[config.mk]
export PLATFORM = sky130hd
export DESIGN_NAME = ddr_wr_dqs_seq
export DESIGN_NICKNAME = d
export VERILOG_FILES = /design/src/rtl/ddr_wr_dqs_seq.sv
export SDC_FILE = /design/constraint.sdc
export NUM_CORES = 1
export LEC_CHECK = 0
export ABC_AREA = 1
export CAP_MARGIN = 20
export CORE_MARGIN = 2
export CORE_UTILIZATION = 46
export CTS_BUF_LIST = sky130_fd_sc_hd__clkbuf_4 sky130_fd_sc_hd__clkbuf_8
export DETAILED_ROUTE_END_ITERATION = 10
export HOLD_SLACK_MARGIN = 0.15
export PLACE_DENSITY = 0.92
export SYNTH_ARGS = -nofsm -noshare
export SYNTH_HDL_FRONTEND = slang
export SYNTH_SLANG_ARGS = --single-unit
[constraint.sdc]
create_clock -name clk_div -period 5.3 [get_ports clk_div]
set_clock_uncertainty 0.05 [all_clocks]
set_input_delay 1.59 -clock clk_div [delete_from_list [all_inputs] [get_ports clk_div]]
set_output_delay 1.59 -clock clk_div [all_outputs]
set_load 0.05 [all_outputs]
[src/rtl/ddr_wr_dqs_seq.sv]
// DDR3 write-burst sequencer: per-clk_div DQS pattern, DQ/DQS tristate nibbles and FWFT pops.
// Handles preamble, burst, postamble and seamless back-to-back bursts.
module ddr_wr_dqs_seq #(
  parameter int unsigned DQ_WIDTH = 8,
  parameter int unsigned LEN_BITS = 4
) (
  input  logic                  clk_div,
  input  logic                  rst_n,
  input  logic                  start,
  input  logic [LEN_BITS-1:0]   len,
  output logic                  ready,
  output logic                  busy,
  output logic                  data_rd,
  input  logic [4*DQ_WIDTH-1:0] wr_data,
  output logic [4*DQ_WIDTH-1:0] dq_din,
  output logic [3:0]            dq_tin,
  output logic [3:0]            dqs_din,
  output logic [3:0]            dqs_tin
);

  typedef enum logic [1:0] {StIdle, StPre, StBurst, StPost} state_e;

  state_e                state_q, state_d;
  logic [LEN_BITS-1:0]   cnt_q, cnt_d;
  logic [4*DQ_WIDTH-1:0] dq_din_q;
  logic [3:0]            dq_tin_q, dq_tin_d;
  logic [3:0]            dqs_din_q, dqs_din_d;
  logic [3:0]            dqs_tin_q, dqs_tin_d;

  always_comb begin
    ready = (state_q == StIdle) || (state_q == StPost) ||
            ((state_q == StBurst) && (cnt_q == '0));
    state_d = state_q;
    cnt_d   = cnt_q;
    unique case (state_q)
      StIdle: begin
        if (start) begin
          state_d = StPre;
          cnt_d   = len;
        end
      end
      StPre: state_d = StBurst;
      StBurst: begin
        if (cnt_q != '0) begin
          cnt_d = cnt_q - LEN_BITS'(1);
        end else if (start) begin
          cnt_d = len;
        end else begin
          state_d = StPost;
        end
      end
      StPost: begin
        // Postamble drives DQS low first, so it doubles as the next burst's preamble.
        if (start) begin
          state_d = StBurst;
          cnt_d   = len;
        end else begin
          state_d = StIdle;
        end
      end
      default: state_d = StIdle;
    endcase
  end

  always_comb begin
    dqs_tin_d = 4'b1111;
    dqs_din_d = 4'b0000;
    dq_tin_d  = 4'b1111;
    unique case (state_d)
      StIdle: ;
      StPre: dqs_tin_d = 4'b0000;
      StBurst: begin
        dqs_tin_d = 4'b0000;
        dqs_din_d = 4'b0101;
        dq_tin_d  = 4'b0000;
      end
      StPost: dqs_tin_d = 4'b1100;
      default: ;
    endcase
  end

  assign data_rd = (state_d == StBurst) && rst_n;
  assign busy    = (state_q != StIdle);

  always_ff @(posedge clk_div) begin
    if (!rst_n) begin
      state_q   <= StIdle;
      cnt_q     <= '0;
      dq_din_q  <= '0;
      dq_tin_q  <= 4'b1111;
      dqs_din_q <= 4'b0000;
      dqs_tin_q <= 4'b1111;
    end else begin
      state_q   <= state_d;
      cnt_q     <= cnt_d;
      dq_tin_q  <= dq_tin_d;
      dqs_din_q <= dqs_din_d;
      dqs_tin_q <= dqs_tin_d;
      if (data_rd) begin
        dq_din_q <= wr_data;
      end
    end
  end

  assign dq_din  = dq_din_q;
  assign dq_tin  = dq_tin_q;
  assign dqs_din = dqs_din_q;
  assign dqs_tin = dqs_tin_q;

endmodule
==> qor.txt <==
CTS tree -> done
share of layout cells above drive strength 1 -> 0.0857
die width -> 67.6 um
CP Cell Sequence -> clkdlybuf4s50_1, inv_1, a21oi_1, inv_1, nand2_2, inv_1, ha_1, nand2_2, clkinv_2, buf_4
clock share of power -> 0.223
mapped cell area -> 1860 um^2
Initial Utilization -> 0.472
CTS Buf Count -> 5
instance area at placement -> 2630 um^2
reg2reg end -> dq_din[15]
f_max -> 0.204 GHz
Post-synth EDFFs -> 0
drt drc -> 0
crit end category -> primary output
R2R cell count -> 13
Max IR drop VDD -> 260 uV
DR iter-0 viols -> 74
hold crit path type -> reg -> reg
Yosys warnings -> 0
DR WL/cell -> 11.7 um
slowest CP cell -> clkdlybuf4s50_1
crit path DAT -> 3.27 ns
global-route wire length before repair -> 6.63 mm
hold buffers post-CTS -> 0
worst r2r src -> state_q[1]
Worst-Margin Slew -> 0.648 ns
# port buffers -> 83
Synth top area share -> 0.452
syn avg cell area -> 7.76 um^2
CP dominant cell by count -> inv_1
CP Launch Point -> start
post-DP HPWL -> 3.09 mm
Slew Viols, Final -> 0
final setup violation count -> 0
Layout area overhead -> 47.5%
post-route minimum period -> 4.91 ns
H-tree Lvls -> 2
kind of start point of the critical path -> input port
CTS clk-pin slew, worst paths -> 0.07 ns
final hold violations -> 0
Fillers -> 326
vias in the first global route -> 1559
via/cell ratio -> 4.64
fraction of registers with async set or reset after synthesis -> 0
clock root buffer -> clkbuf_8
worst path required time -> 3.66 ns
Max FO, Critical Path -> 10
Post-DRT Antenna Nets -> 0
Psw -> 450 uW
Setup crit end -> data_rd
Max clock buf depth -> 2
core area -> 3940 um^2
FP Rows -> 23
reg2reg setup slack -> 2.99 ns
combinational share of power -> 0.437
Internal Dissipation -> 681 uW
Setup Crit Path Kind -> in -> out
Overflow after GRT -> 0
Commonest cells post-synth -> 80 x nand2_1, 42 x dfxtp_1, 38 x a21oi_1
GP Congestion -> 0.831
max-cap violations -> 0
count leader, synth -> nand2_1
FF+latch count, synth -> 42
Mapped Cells -> 240
Pleak -> 0.00109 uW
die area -> 4570 um^2
crit share post-route -> 0.926
clock insertion delay at the later pin of the skew report -> 0.28 ns
Power per Cell Area -> 412 nW/um^2
sequential fraction of design power -> 0.340
largest net degree at the start of global routing -> 39
DR pass1 iterations -> 5
die height -> 67.6 um
Post-synth top flop -> dfxtp_1
post-CTS sizing -> 0
synth unique cells -> 24
largest cells by area after synthesis -> dfxtp_1 45%, nand2_1 16%, a21oi_1 10%, ha_1 6.7%, buf_4 3.2%
WL final -> 4.28 mm
status -> finished clean
Max-slew headroom -> 0.567
overall routing resource usage -> 0.192
DR vias -> 1695
register area share after synthesis -> 0.452
fin area -> 2750 um^2
Sw Share -> 0.398
Setup TNS -> 0 ns
setup bufs post-CTS -> 0
diode count -> 0
Crit path largest cell delay -> 0.67 ns
# IOs -> 86
Layout Nets -> 363
cell taking the most area after synthesis -> dfxtp_1
initial antenna violation count -> 0
clock net sink count -> 42
RSZ-0062 raised after global routing -> no
power by group through the flow:
stage / clock network [uW] / logic [uW] / registers [uW]
floorplan: 0 / 261 / 490
global placement: 0 / 485 / 390
detailed placement: 0 / 494 / 391
CTS: 259 / 496 / 385
global route: 273 / 534 / 391
finish: 252 / 494 / 385
cell type report:
| type | count | area, um^2 | share of cell area |
|---|---|---|---|
| repair buffers | 85 | 843 | 0.307 |
| flip-flops and latches | 42 | 841 | 0.306 |
| multi-input cells | 161 | 813 | 0.296 |
| clock buffers | 7 | 83.8 | 0.0305 |
| inverters | 19 | 72.6 | 0.0264 |
| well taps | 50 | 62.6 | 0.0228 |
| clock inverters | 1 | 30.0 | 0.0109 |
metrics by stage:
stage          cells  total power, uW  hold WS (ns)   util  setup WS (ns)
2_1_floorplan    241              751         0.443      -          0.980
3_3_place_gp     357              875         0.402  0.668          0.445
3_5_place_dp     357              885         0.405  0.668          0.386
4_1_cts          365             1140         0.417  0.697          0.382
5_1_grt          365             1200         0.432  0.697          0.251
6_report         365             1130         0.413  0.697          0.391
cells in the final DEF, fill, tap and decap left out, types with 2 or more instances in the layout:
cell type	n
clkdlybuf4s50_1	82
nand2_1	80
dfxtp_1	42
a21oi_1	38
inv_1	16
ha_1	10
o21ai_0	6
nand3_1	5
clkbuf_8	5
nand2_2	3
o21ai_2	3
nor2_1	3
buf_4	3
nor2_2	2
inv_2	2
or2_2	2
o21ai_1	2
a21oi_2	2
conb_1	2
clkbuf_4	2
cell families after synthesis:
kind of cell             count (synthesis)  share of synthesized area
XOR/XNOR                                 1                    0.00471
AO/OA/AOI/OAI                           52                      0.151
other                                    1                    0.00201
adder cells (fa/ha/maj)                 10                     0.0672
AND/OR/NAND/NOR                         96                      0.210
flip-flops                              42                      0.452
buffers and inverters                   38                      0.114
state kept, by name, summed over array words and instances (netlist names):
name,count
cnt_q,4
dqs_din,1
state_q,2
dq_tin,1
dqs_tin,2
dq_din,32
worst max-delay path, delay by kind of cell:
| family | cells | cell delay (ns) |
|---|---|---|
| buffers and inverters | 6 | 1.18 |
| AO/OA/AOI/OAI | 1 | 0.15 |
| AND/OR/NAND/NOR | 2 | 0.16 |
| adder cells (fa/ha/maj) | 1 | 0.18 |
routing by layer:
layer,wire length (um),global-route usage,vias to the layer above,part of all wire
met1,1880,0.215,747,0.44
li1,-,-,890,-
met4,55,0.0638,0,0.013
met3,321,0.0650,7,0.075
met5,0,0,-,0
met2,2020,0.339,51,0.47
worst min-delay path by stage:
stage,from,endpoint,slack [ns],cells past startpoint
after floorplan,cnt_q[3],cnt_q[3],0.44,2
after global placement,dq_din[19],dq_din[19],0.40,2
after global routing,dq_din[26],dq_din[26],0.43,2
after detailed placement,dq_din[28],dq_din[28],0.40,2
final,dq_din[26],dq_din[26],0.41,2
after CTS,dq_din[28],dq_din[28],0.42,2
Note: power is estimated with default switching activity, not from simulation.
